### config.mk
export PLATFORM = sky130hd
export DESIGN_NAME = scalar_preg_free_list
export DESIGN_NICKNAME = d
export VERILOG_FILES = /design/src/rtl/scalar_preg_free_list.sv
export SDC_FILE = /design/constraint.sdc
export NUM_CORES = 1
export LEC_CHECK = 0
export ABC_AREA = 1
export CAP_MARGIN = 0
export CORE_UTILIZATION = 60
export CTS_BUF_LIST = sky130_fd_sc_hd__clkbuf_2 sky130_fd_sc_hd__clkbuf_4 sky130_fd_sc_hd__clkbuf_8
export CTS_CLUSTER_DIAMETER = 120
export DETAILED_ROUTE_END_ITERATION = 16
export HOLD_SLACK_MARGIN = 0.15
export PLACE_DENSITY_LB_ADDON = 0.15
export RECOVER_POWER = 100
export SETUP_SLACK_MARGIN = 0.5
export SLEW_MARGIN = 20
export SYNTH_ARGS = -nofsm -noshare
export SYNTH_HDL_FRONTEND = slang
export SYNTH_SLANG_ARGS = --single-unit
### constraint.sdc
create_clock -name clk -period 5.8 [get_ports clk]
set_input_delay 1.16 -clock clk [delete_from_list [all_inputs] [get_ports clk]]
set_output_delay 1.16 -clock clk [all_outputs]
set_load 0.03 [all_outputs]
### src/rtl/scalar_preg_free_list.sv
// rtl/scalar_preg_free_list.sv - circular free list of physical scalar register numbers
//
// Hands out free physical register numbers to rename (up to POP_WIDTH per cycle)
// and takes released numbers back from commit (up to PUSH_WIDTH per cycle).
// After reset an INIT phase writes INIT_BASE..INIT_BASE+ENTRY_NUM-1 into the list.
//
// Ports:
//   clk, rst      clock, synchronous active-high reset
//   popCount      registers requested this cycle (0..POP_WIDTH)
//   popGrant      all requested registers granted (combinational)
//   popData       lane k carries the entry at head+k (combinational)
//   pushEn        per-lane release valid, any pattern
//   pushData      released register numbers
//   ready         initialisation complete
//   freeCount     registered number of free entries
//   overflowErr   sticky: a release was dropped because the list was full
module scalar_preg_free_list #(
    parameter int ENTRY_NUM   = 32,
    parameter int ENTRY_WIDTH = 6,
    parameter int INIT_BASE   = 32,
    parameter int POP_WIDTH   = 2,
    parameter int PUSH_WIDTH  = 2
) (
    input  logic                                    clk,
    input  logic                                    rst,
    input  logic [$clog2(POP_WIDTH):0]              popCount,
    output logic                                    popGrant,
    output logic [POP_WIDTH-1:0][ENTRY_WIDTH-1:0]   popData,
    input  logic [PUSH_WIDTH-1:0]                   pushEn,
    input  logic [PUSH_WIDTH-1:0][ENTRY_WIDTH-1:0]  pushData,
    output logic                                    ready,
    output logic [$clog2(ENTRY_NUM):0]              freeCount,
    output logic                                    overflowErr
);
    localparam int PTR_W = $clog2(ENTRY_NUM);
    localparam int CNT_W = PTR_W + 1;

    typedef enum logic {S_INIT, S_RUN} state_e;

    state_e                 state_q, state_d;
    logic [PTR_W-1:0]       init_idx_q, init_idx_d;
    logic [PTR_W-1:0]       head_q, head_d;
    logic [PTR_W-1:0]       tail_q, tail_d;
    logic [CNT_W-1:0]       count_q, count_d;
    logic                   ovf_q, ovf_d;

    logic [ENTRY_WIDTH-1:0] mem [ENTRY_NUM];

    // Write ports into mem; lane 0 is also borrowed by the INIT fill.
    logic [PUSH_WIDTH-1:0]  wr_en;
    logic [PTR_W-1:0]       wr_addr [PUSH_WIDTH];
    logic [ENTRY_WIDTH-1:0] wr_data [PUSH_WIDTH];

    logic [CNT_W-1:0]       pop_req;
    logic [CNT_W-1:0]       pop_n;
    logic [CNT_W-1:0]       push_n;
    logic [CNT_W-1:0]       space;

    always_comb begin
        state_d    = state_q;
        init_idx_d = init_idx_q;
        head_d     = head_q;
        tail_d     = tail_q;
        count_d    = count_q;
        ovf_d      = ovf_q;
        popGrant   = 1'b0;
        popData    = '0;
        wr_en      = '0;
        pop_req    = CNT_W'(popCount);
        pop_n      = '0;
        push_n     = '0;
        space      = '0;
        for (int j = 0; j < PUSH_WIDTH; j++) begin
            wr_addr[j] = '0;
            wr_data[j] = '0;
        end

        // While rst is high nothing is granted or written; the flops reset anyway.
        if (!rst) begin
            unique case (state_q)
                S_INIT: begin
                    wr_en[0]   = 1'b1;
                    wr_addr[0] = init_idx_q;
                    wr_data[0] = ENTRY_WIDTH'(INIT_BASE) + ENTRY_WIDTH'(init_idx_q);
                    init_idx_d = init_idx_q + 1'b1;
                    if (init_idx_q == PTR_W'(ENTRY_NUM - 1)) begin
                        state_d = S_RUN;
                        head_d  = '0;
                        tail_d  = '0;
                        count_d = CNT_W'(ENTRY_NUM);
                    end
                end
                S_RUN: begin
                    for (int k = 0; k < POP_WIDTH; k++) begin
                        popData[k] = mem[head_q + PTR_W'(k)];
                    end
                    // All-or-nothing grant: a short list stalls rename entirely.
                    popGrant = (popCount != '0) && (pop_req <= count_q);
                    if (popGrant) begin
                        pop_n = pop_req;
                    end
                    // Slots freed by this cycle's pops are reusable by this cycle's pushes.
                    space = CNT_W'(ENTRY_NUM) - count_q + pop_n;
                    // Compact set lanes in lane order; once space runs out the
                    // remaining (higher) lanes are dropped.
                    for (int j = 0; j < PUSH_WIDTH; j++) begin
                        if (pushEn[j]) begin
                            if (push_n < space) begin
                                wr_en[j]   = 1'b1;
                                wr_addr[j] = tail_q + PTR_W'(push_n);
                                wr_data[j] = pushData[j];
                                push_n     = push_n + 1'b1;
                            end else begin
                                ovf_d = 1'b1;
                            end
                        end
                    end
                    head_d  = head_q + PTR_W'(pop_n);
                    tail_d  = tail_q + PTR_W'(push_n);
                    count_d = count_q - pop_n + push_n;
                end
                default: state_d = S_INIT;
            endcase
        end
    end

    always_ff @(posedge clk) begin
        if (rst) begin
            state_q    <= S_INIT;
            init_idx_q <= '0;
            head_q     <= '0;
            tail_q     <= '0;
            count_q    <= '0;
            ovf_q      <= 1'b0;
        end else begin
            state_q    <= state_d;
            init_idx_q <= init_idx_d;
            head_q     <= head_d;
            tail_q     <= tail_d;
            count_q    <= count_d;
            ovf_q      <= ovf_d;
        end
    end

    // Storage is not reset; INIT rewrites every entry before it can be read.
    always_ff @(posedge clk) begin
        for (int j = 0; j < PUSH_WIDTH; j++) begin
            if (wr_en[j]) begin
                mem[wr_addr[j]] <= wr_data[j];
            end
        end
    end

    assign ready       = (state_q == S_RUN);
    assign freeCount   = count_q;
    assign overflowErr = ovf_q;
endmodule
; After elaboration in Yosys (flattened, before gate mapping)
; Memory sizes are Yosys's and may differ from the RTL's. A register that Yosys moved wholly into a read port is not among the register bits.
; Index checks and enable logic that the tools add are counted.
[classes]
add_sub_neg = 11
magnitude_cmp = 3
eq_ne = 2
n_mux = 53
n_bitwise = 1
reduce_logical = 2
[ops]
columns = operator, count
row1 = 6-bit 2-to-1 mux, 14
row2 = 5-bit 2-to-1 mux, 8
row3 = 12-bit 2-to-1 mux, 3
row4 = 5-bit case mux with 2 select lines, 3
row5 = 6-bit case mux with 2 select lines, 2
row6 = 1-bit 2-to-1 mux, 19
row7 = 5-bit adder, 3
row8 = 6-bit adder, 2
row9 = 5-bit by 1-bit adder with 5-bit output (second input constant), 2
row10 = 10-bit 2-to-1 mux, 1
row11 = 6-bit by 1-bit adder with 6-bit output (second input constant), 1
row12 = 6-bit by 5-bit adder with 6-bit output (first input constant), 1
row13 = 2-bit by 6-bit less-or-equal comparator with 1-bit output, 1
row14 = 1-bit by 6-bit less-than comparator with 1-bit output (first input constant), 1
row15 = 6-bit less-than comparator, 1
row16 = 6-bit subtractor, 1
row17 = 6-bit subtractor (first input constant), 1
row18 = 5-bit == test (second input constant), 1
row19 = 2-bit 2-to-1 mux, 2
row20 = 2-bit != test (second input constant), 1
row21 = 1-bit case mux with 2 select lines, 1
row22 = 2-bit nonzero test, 1
row23 = 1-bit logical AND, 1
row24 = 1-bit inverter, 1
[totals]
regBits = 23
mem_bits_rw = 192
in_bits = 18
out_inout_bits = 21
wordCells = 79
memories = 1
[mem_list]
columns = name, depth, word_bits, read_ports, rd_ports_with_merged_regs, write_ports, line
row1 = mem, 32, 6, 2, 1, 2, 47  ; logic [ENTRY_WIDTH-1:0] mem [ENTRY_NUM];

; Logic depth before layout (Yosys ltp)
; Gate-level depths: netlist of run 1.
[depth]
word_depth = 18
depth_mapped = 32
depth_no_buf = 32

; Least setup slack after synthesis of run 1
; No wires, ideal clock.
[synth_timing]
path_type = input to register
start = input popCount[1]
end = memory mem[27][0] (enable)
setup_time_ns = 0.377
arrival_ns = 5.034
required_ns = 5.423
path_slack_ns = 0.389
cell_stages = 27
n_path_buf = 0
path_cell_list = ha_1 inv_1 nor2_1 o211ai_1 a21oi_1 nor2_1 inv_1 ha_1 fa_1 inv_1 nand2_1 nand2_1 nand2_1 nor2_1 nand3_1 nor2_2 nand2_1 nand2_1 inv_1 ha_1 ha_1 nand3_1 xor2_2 nand4_2 nor2_4 nand2_1 o21ai_0
[synth_rtl]
columns = element, line
row1 = from (decl), 26  ; input logic [$clog2(POP_WIDTH):0] popCount,
row2 = to (decl), 47

==> results.json, run 1 <==
{
  "status": "complete, no violations",
  "via_per_inst": 6.56,
  "yosysSeqAreaShare_pct": 43.6,
  "pwr-share-seq_pct": 52.8,
  "pwr-share-comb_pct": 5.5,
  "drive_gt1_share_pct": 11.8,
  "wl_per_cell_um": 22.2,
  "crit_path_end_kind": "output port",
  "setup-tns-final_ns": 0,
  "cts.clk_slew.worst_paths_ns": 0.06,
  "power_leakage_nw": 6.66,
  "clkSinkCount": 220,
  "min_period_ns": 5.30,
  "grt_pass1_wl_um": 78200,
  "core-area_um2": 23600,
  "fin_crit_sh_pct": 91.4,
  "place_ws_ns": -0.0542,
  "synthArstFlopShare_pct": 0,
  "dp_hpwl_um": 33200,
  "ir_drop_uv": 177,
  "critPathTopFamily": "buffers and inverters",
  "antennaDiodeCount": 0,
  "yosys_warnings": 0,
  "final_cell_mix": "nand2_1 (459), nand3_1 (247), o21ai_0 (237)",
  "grt_usage_pct": 42.0,
  "routed_wl_um": 51400,
  "drv_slew": 0,
  "dominantRegCellSynth": "edfxtp_1",
  "hold_viol": 0,
  "path_buf_inv": 2,
  "initial_core_util_pct": 61.4,
  "maxCapViolations": 0,
  "cts_buffer_depth": 3,
  "die_area_um2": 24800,
  "fin_ws_ns": 0.500,
  "crit_fanout": 23,
  "relSlewSlack_pct": 28.1,
  "drt_pass1_iterations": 6,
  "setup_viol": 0,
  "start_kind": "register",
  "cp_data_required_time_ns": 4.64,
  "ant_nets": 0,
  "crit_path_max_incr_delay_ns": 0.94,
  "cts_buffers": 39,
  "htree_levels": 2,
  "final_nets": 2014,
  "first_iter_violations": 2492,
  "dieWidth_um": 157,
  "drcViolationCount": 0,
  "rsz0062_at_grt": "yes",
  "syn_inst": 1920,
  "crit_slowest_cell": "dfxtp_1",
  "fmaxAchievable_mhz": 189,
  "clock_latency_ns": 0.56,
  "grt-ovfl-total": 0,
  "synth.cell_area_um2": 14500,
  "final_cell_count_no_fill": 2312,
  "synthesis.nets": 1966,
  "swShare_pct": 23.6,
  "hp-class": "register to register",
  "netSwitchingPower_w": 0.000774,
  "synth_edf_count": 192,
  "vias": 15200,
  "ios": 39,
  "die_y_um": 157,
  "gp_congestion": 0.991,
  "cts_hold_buf": 0,
  "avgSynthCellArea_um2": 7.55,
  "grt_max_degree": 99,
  "areaGrowthSynthToFinish_pct": 14.1,
  "p_per_area_nw_per_um2": 198,
  "skew_ns": 0.0181,
  "antenna_found_initial": 1,
  "port_buffers": 38,
  "final_common_cell": "nand2_1",
  "worst_pin_slew_ns": 1.08,
  "grt_pass1_vias": 13900,
  "p_int_w": 0.00250,
  "arrival_ns": 4.14,
  "crit_type": "register to output port",
  "root_buffer": "clkbuf_8",
  "ys_types": 44,
  "synth_seq_cells": 220,
  "rows": 56,
  "holdWs_ns": 0.474,
  "clock_power_share_pct": 41.8,
  "dp_cells": 2237,
  "crit_chain": "inv_1, nor2_2, o21ai_0, a21oi_1, dlygate4sd3_1",
  "cts_tree": "built"
}
-- stage by stage --
step / util, % / total power, W / area (um2)
finish: 70.1 / 0.00327 / 16500
global route: 70.1 / 0.00336 / 16500
CTS: 69.6 / 0.00327 / 16400
detailed placement: 66.6 / 0.00193 / 15700
global placement: 66.6 / 0.00192 / 15700
floorplan: - / 0.00186 / 14600
-- cell families (layout without fill, tap and decap cells) --
group | after synthesis | in the layout | synth area share (%)
adders and majority gates | 28 | 28 | 2.68
buffers and inverters | 243 | 315 | 6.81
xor gates and xnor gates | 9 | 9 | 0.725
AOI/OAI and AO/OA | 442 | 442 | 17.7
and+or+nand+nor | 978 | 979 | 28.4
DFF | 220 | 220 | 43.6
-- registers in the layout, indices dropped and copies added, names as in the netlist, named ones only --
| register | flops |
|---|---|
| head_q | 5 |
| tail_q | 5 |
| mem | 192 |
| freeCount | 6 |
| ready | 1 |
| init_idx_q | 5 |
| overflowErr | 1 |
-- final timing paths --
| kind | start | to | slack, ns | cells past startpoint |
|---|---|---|---|---|
| max | ready$_SDFF_PP0_ | popData[6] | 0.50 | 5 |
| max reg2reg | freeCount[1]$_SDFFE_PP0N_ | mem[20][4]$_DFFE_PP_ | 1.11 | 29 |
| min | tail_q[4]$_SDFFE_PP0N_ | tail_q[4]$_SDFFE_PP0N_ | 0.47 | 2 |
| min reg2reg | tail_q[4]$_SDFFE_PP0N_ | tail_q[4]$_SDFFE_PP0N_ | 0.47 | 2 |
-- tightest hold or removal path, stage by stage, from the launching register on --
cell,delay [ns]
dfxtp_1,0.31
nand2_1,0.06
a21oi_1,0.06
-- synthesized netlist by cell type, drive strengths merged (33+ instances only) --
cell / number / area share (%)
o211ai: 33 / 1.7
nor2: 240 / 6.6
o21ai: 269 / 9.3
a21oi: 43 / 1.5
edfxtp: 192 / 40
nand2: 466 / 12
clkbuf: 102 / 2.6
o221ai: 41 / 2.5
inv: 78 / 2.0
o22ai: 35 / 1.5
nand3: 249 / 8.6
buf: 61 / 2.1
-- layer usage --
metal / wire length, um / part of all wire [%] / GRT usage, % / up-vias
met4: 2800 / 5.4 / 21.2 / 0
li1: - / - / - / 6774
met2: 22500 / 44 / 63.5 / 1237
met3: 6970 / 14 / 8.56 / 235
met5: 0 / 0 / 0 / -
met1: 19200 / 37 / 57.3 / 6917
-- cell type report --
class / count / area (um2)
fillers: 1924 / 7060
clock buffers: 51 / 639
clock inverters: 15 / 62.6
repair buffers: 169 / 1360
inverters: 80 / 302
multi-input cells: 1458 / 7450
flip-flops and latches: 220 / 6330
well taps: 319 / 399
-- power by group through the flow --
stage / Clock (W) / Sequential, W / Combinational, W
6_report: 0.00137 / 0.00173 / 0.000179
5_1_grt: 0.00144 / 0.00173 / 0.000197
4_1_cts: 0.00137 / 0.00173 / 0.000171
3_5_place_dp: 0 / 0.00176 / 0.000171
3_3_place_gp: 0 / 0.00176 / 0.000164
2_1_floorplan: 0 / 0.00176 / 0.000104
-- timing repair --
| item | in CTS | in global routing |
|---|---|---|
| resized for setup | 1 | 35 |
| pin swaps | 0 | 9 |
| setup buffers | 0 | 8 |
| gates cloned | 0 | 1 |
| endpoints found under the setup margin | 7 | 393 |
| endpoints found under the hold margin | 0 | 0 |
(Power assumes the default switching activity.)
==> run 2: changes to the inputs <==
--- a/config.mk
+++ b/config.mk
@@ -7,7 +7,9 @@
 export LEC_CHECK = 0
 export ABC_AREA = 1
 export CAP_MARGIN = 0
-export CORE_UTILIZATION = 60
+export CORE_ASPECT_RATIO = 1.5
+export CORE_MARGIN = 1.5
+export CORE_UTILIZATION = 45
 export CTS_BUF_LIST = sky130_fd_sc_hd__clkbuf_2 sky130_fd_sc_hd__clkbuf_4 sky130_fd_sc_hd__clkbuf_8
 export CTS_CLUSTER_DIAMETER = 120
 export DETAILED_ROUTE_END_ITERATION = 16
==> run 2 against run 1 <==
Effect of this change:
- worst hold slack lost 0.0072 ns
- fmax is 0.42% higher
- design area is 0.43% higher
- clock power hardly changed
- clock skew grew 0.0079 ns
- highest routed layer unchanged
==> results.json, run 2 (synthesis results as in run 1) <==
{
  "status": "complete, no violations",
  "r2r_slack_ns": 0.90,
  "timing.rr.end": "mem[20][3]$_DFFE_PP_",
  "drcViolationCount": 0,
  "grt_max_degree": 59,
  "antennaDiodeCount": 0,
  "rsz0062_at_grt": "no",
  "drv_slew": 0,
  "initial_core_util_pct": 45.7,
  "crit_chain": "inv_2, nor2_1, nand2_1, a21oi_1, dlygate4sd3_1",
  "cts.clk_slew.worst_paths_ns": 0.06,
  "grt_pass1_wl_um": 82800,
  "hold_start": "tail_q[4]$_SDFFE_PP0N_",
  "dp_cells": 2333,
  "final_cell_mix": "nand2_1 (464), o21ai_0 (251), nand3_1 (248)",
  "final_common_cell": "nand2_1",
  "drive_gt1_share_pct": 10.8,
  "root_buffer": "clkbuf_8",
  "worst_pin_slew_ns": 1.07,
  "first_iter_violations": 1559,
  "ios": 39,
  "dp_hpwl_um": 35800,
  "die_y_um": 223,
  "die_area_um2": 33300,
  "clkSinkCount": 220,
  "relSlewSlack_pct": 28.0,
  "power_leakage_nw": 6.68,
  "wl_per_cell_um": 23.1,
  "setup_viol": 0,
  "antenna_found_initial": 0,
  "setup-tns-final_ns": 0,
  "hp-class": "register to register",
  "path_buf_inv": 2,
  "hold_depth": 2,
  "crit_path_end_kind": "output port",
  "start_kind": "register",
  "final_nets": 2010,
  "crit_type": "register to output port",
  "fin_area_um2": 16600,
  "skew_ns": 0.0260,
  "fin_crit_sh_pct": 91.0,
  "areaGrowthSynthToFinish_pct": 14.6,
  "grt_usage_pct": 33.4,
  "cp_data_required_time_ns": 4.64,
  "ir_drop_uv": 155,
  "fmaxAchievable_mhz": 189,
  "hold_viol": 0,
  "drt_pass1_iterations": 6,
  "crit_fanout": 23,
  "min_period_ns": 5.28,
  "htree_levels": 2,
  "cts_buffers": 37,
  "rows": 80,
  "crit_slowest_cell": "dfxtp_1",
  "core-area_um2": 31700,
  "routed_wl_um": 55400,
  "arrival_ns": 4.12,
  "final_cell_count_no_fill": 2395,
  "cts_buffer_depth": 3,
  "vias": 14900,
  "timing.rr.start": "freeCount[1]$_SDFFE_PP0N_",
  "r2r_cells": 28,
  "grt-ovfl-total": 0,
  "largest_reg_flops": 192,
  "place_area_um2": 16000,
  "p_per_area_nw_per_um2": 198,
  "grt_pass1_vias": 14100,
  "whs_endpoint": "tail_q[4]$_SDFFE_PP0N_",
  "dieWidth_um": 150,
  "maxCapViolations": 0,
  "gp_congestion": 0.900,
  "clock_latency_ns": 0.57,
  "cts_tree": "built",
  "ant_nets": 0,
  "port_buffers": 38,
  "via_per_inst": 6.21,
  "crit_path_max_incr_delay_ns": 0.95,
  "critPathTopFamily": "simple AND/OR/NAND/NOR gates"
}
[run 2: changes by cell type in the layout (fill, tap and decap cells not counted), sizes merged]
cell and delta:
clkinv -11, buf -8, clkdlybuf4s25 +1, nor2 -1
clkbuf +10, clkinvlp +2, dlygate4sd3 -1
[run 2: worst max path at each step]
stage	endpoint	startpoint	depth (start not counted)
3_5_place_dp	mem[4][0]$_DFFE_PP_	popCount[1]	28
3_3_place_gp	mem[4][2]$_DFFE_PP_	popCount[1]	28
4_1_cts	freeCount[5]$_SDFFE_PP0N_	popCount[1]	32
6_report	popData[2]	ready$_SDFF_PP0_	5
5_1_grt	mem[16][4]$_DFFE_PP_	popCount[1]	28
2_1_floorplan	mem[25][0]$_DFFE_PP_	popCount[1]	27
[run 2: final cells by class]
| type | count | area (um2) |
|---|---|---|
| inverter | 80 | 307 |
| tap | 410 | 513 |
| sequential | 220 | 6330 |
| clock buffer | 54 | 662 |
| timing repair buffer | 168 | 1450 |
| clock inverter | 6 | 30.0 |
| fill | 3045 | 15100 |
| multi-input combinational | 1457 | 7330 |
[run 2: metrics by stage]
step	worst slack, ns	hold WS, ns	utilization [%]	power [W]
floorplan	0.421	0.443	-	0.00186
global placement	-0.0426	0.453	50.5	0.00193
detailed placement	-0.162	0.458	50.5	0.00194
CTS	0.522	0.467	52.7	0.00329
global route	0.268	0.488	52.4	0.00336
finish	0.522	0.467	52.4	0.00329
[run 2: report_power, final]
group	internal, W	leakage [nW]	switching (W)
Combinational	0.0000639	4.32	0.000114
Sequential	0.00172	1.99	0.00000608
Clock	0.000725	0.370	0.000654
Total	0.00251	6.68	0.000775
[run 2: routing by layer]
metal | track usage (%) | vias to the layer above | part of all wire, %
li1 | - | 6776 | -
met1 | 39.6 | 6902 | 34
met2 | 56.5 | 933 | 49
met3 | 4.81 | 252 | 9.9
met4 | 20.3 | 0 | 6.7
met5 | 0 | - | 0
[run 2: worst min-delay path: cells and delay by family, from the launching register on]
| family | cells | cell delay, ns |
|---|---|---|
| DFF | 1 | 0.31 |
| AOI/OAI and AO/OA | 1 | 0.05 |
| and+or+nand+nor | 1 | 0.06 |
[run 2: timing repair]
action                     4_1_cts  5_1_grt
setup endpoints to repair       31      393
hold buffers                     0        0
hold endpoints to repair         0        0
resized for setup                1       22
pin swaps                        1        8
buffers inserted                 0        2
==> run 3: changes to the inputs <==
--- a/config.mk
+++ b/config.mk
@@ -11,7 +11,6 @@
 export CORE_MARGIN = 1.5
 export CORE_UTILIZATION = 45
 export CTS_BUF_LIST = sky130_fd_sc_hd__clkbuf_2 sky130_fd_sc_hd__clkbuf_4 sky130_fd_sc_hd__clkbuf_8
-export CTS_CLUSTER_DIAMETER = 120
 export DETAILED_ROUTE_END_ITERATION = 16
 export HOLD_SLACK_MARGIN = 0.15
 export PLACE_DENSITY_LB_ADDON = 0.15
==> constraint.sdc (replaced) <==
create_clock -name clk -period 5.3 [get_ports clk]
set_input_delay 1.06 -clock clk [delete_from_list [all_inputs] [get_ports clk]]
set_output_delay 1.06 -clock clk [all_outputs]
set_load 0.03 [all_outputs]
==> run 3 against run 2 <==
Effect of this change:
- setup slack better by 0.018 ns
- non-clock buffer count is 15 higher
- routed wire length is 2.8% higher
==> results.json, run 3 (synthesis results as in run 1) <==
{
  "ios": 39,
  "drive_gt1_share_pct": 15.2,
  "rows": 80,
  "grt-ovfl-total": 0,
  "timing.rr.start": "freeCount[1]$_SDFFE_PP0N_",
  "root_buffer": "clkbuf_8",
  "largest_reg_flops": 192,
  "die_area_um2": 33300,
  "grt_pass1_vias": 14500,
  "skew_ns": 0.0275,
  "cts_tree": "built",
  "status": "complete, no violations",
  "core-area_um2": 31700,
  "areaGrowthSynthToFinish_pct": 19.6,
  "arrival_ns": 5.00,
  "crit_path_max_incr_delay_ns": 0.35,
  "hp-class": "register to register",
  "initial_core_util_pct": 45.7,
  "setup_viol": 0,
  "whs_endpoint": "tail_q[4]$_SDFFE_PP0N_",
  "hold_depth": 2,
  "grt_pass1_wl_um": 85300,
  "wl_per_cell_um": 23.6,
  "setup-tns-final_ns": 0,
  "timing.rr.end": "mem[16][2]$_DFFE_PP_",
  "path_buf_inv": 6,
  "dieWidth_um": 150,
  "final_cell_mix": "nand2_1 (444), nand3_1 (246), o21ai_0 (235)",
  "grt_usage_pct": 34.2,
  "r2r_cells": 29,
  "min_period_ns": 4.76,
  "antennaDiodeCount": 0,
  "die_y_um": 223,
  "rsz0062_at_grt": "no",
  "dp_hpwl_um": 37900,
  "hold_start": "tail_q[4]$_SDFFE_PP0N_",
  "maxCapViolations": 0,
  "path_common_cell": "nand2_1",
  "crit_type": "input pin to register",
  "final_common_cell": "nand2_1",
  "p_per_area_nw_per_um2": 207,
  "critPathTopFamily": "simple AND/OR/NAND/NOR gates",
  "cts.clk_slew.worst_paths_ns": 0.07,
  "ant_nets": 0,
  "drv_slew": 0,
  "ir_drop_uv": 214,
  "crit_path_end_kind": "register",
  "fmaxAchievable_mhz": 210,
  "worst_pin_slew_ns": 1.17,
  "r2r_slack_ns": 0.54,
  "clock_latency_ns": 0.57,
  "vias": 15000,
  "p_total_w": 0.00359,
  "drcViolationCount": 0,
  "cts_buffer_depth": 3,
  "power_leakage_nw": 6.96,
  "cp_data_required_time_ns": 5.54,
  "hold_viol": 0,
  "grt_max_degree": 66,
  "final_nets": 2023,
  "start_kind": "input pin",
  "fillCellCount": 2900,
  "place_area_um2": 16500,
  "port_buffers": 38,
  "post-route-util_pct": 54.6,
  "via_per_inst": 6.24,
  "clkSinkCount": 220,
  "crit_fanout": 7,
  "fin_crit_sh_pct": 89.8,
  "htree_levels": 2,
  "drt_pass1_iterations": 6,
  "first_iter_violations": 1870,
  "fin_area_um2": 17300,
  "antenna_found_initial": 0,
  "holdWs_ns": 0.466,
  "relSlewSlack_pct": 21.8,
  "gp_congestion": 0.950,
  "routed_wl_um": 57000,
  "crit_slowest_cell": "fa_2",
  "cts_buffers": 35
}
-- run 3: cell types whose count changed in the layout (fill, tap and decap cells not counted), sizes merged --
cell | before | now
clkinv | 7 | 9
clkinvlp | 2 | 1
dlygate4sd3 | 19 | 10
clkdlybuf4s50 | 17 | 23
buf | 97 | 137
clkbuf | 87 | 66
clkdlybuf4s25 | 1 | 0
-- run 3: layer usage --
metal	part of all wire, %	up-vias	track usage, %	wire (um)
li1	-	6801	-	-
met1	34	7000	38.7	19500
met2	48	956	56.7	27400
met5	0	-	0	0
met3	8.9	291	5.85	5060
met4	8.8	0	26.5	4990
-- run 3: what timing repair did --
item / CTS / global route
pin swaps: 7 / 10
endpoints found under the hold margin: 0 / 0
resized for setup: 8 / 20
setup endpoints to repair: 290 / 397
buffers inserted: 3 / 6
hold buffers: 0 / 0
gates cloned: 0 / 1
-- run 3: cell type report --
type / count / area, um2 / share of cell area [%]
Clock buffer: 54 / 656 / 3.78
Clock inverter: 7 / 31.3 / 0.180
Inverter: 80 / 312 / 1.80
Multi-Input combinational cell: 1457 / 7680 / 44.3
Sequential cell: 220 / 6330 / 36.5
Tap cell: 410 / 513 / 2.96
Timing Repair Buffer: 183 / 1820 / 10.5
-- run 3: worst max-delay path by stage --
stage,from,slack [ns],to,cells after the start
finish,popCount[1],0.54,mem[16][2]$_DFFE_PP_,29
global route,freeCount[1]$_SDFFE_PP0N_,0.26,freeCount[4]$_SDFFE_PP0N_,29
CTS,head_q[0]$_SDFFE_PP0N_,0.49,popData[6],9
detailed placement,popCount[1],-0.26,mem[7][1]$_DFFE_PP_,27
global placement,popCount[1],-0.17,mem[5][1]$_DFFE_PP_,27
floorplan,popCount[1],0.51,mem[29][0]$_DFFE_PP_,27
-- run 3: through the flow --
| stage | cells | setup WS [ns] |
|---|---|---|
| 2_1_floorplan | 1920 | 0.509 |
| 3_3_place_gp | 2339 | -0.170 |
| 3_5_place_dp | 2339 | -0.258 |
| 4_1_cts | 2403 | 0.494 |
| 5_1_grt | 2411 | 0.259 |
| 6_report | 2411 | 0.541 |
-- run 3: power breakdown --
part           switching (W)  internal, W
clock               0.000697     0.000786
sequential        0.00000654      0.00188
combinational       0.000137    0.0000846
-- run 3: worst register-to-register path: cells and delay by family (launching register included) --
family	cells	cell delay, ns
AO/OA/AOI/OAI	3	0.47
AND/OR/NAND/NOR	14	1.58
buffers and inverters	6	0.62
XOR/XNOR	1	0.21
flip-flops	1	0.41
adder cells (fa/ha/maj)	5	1.18
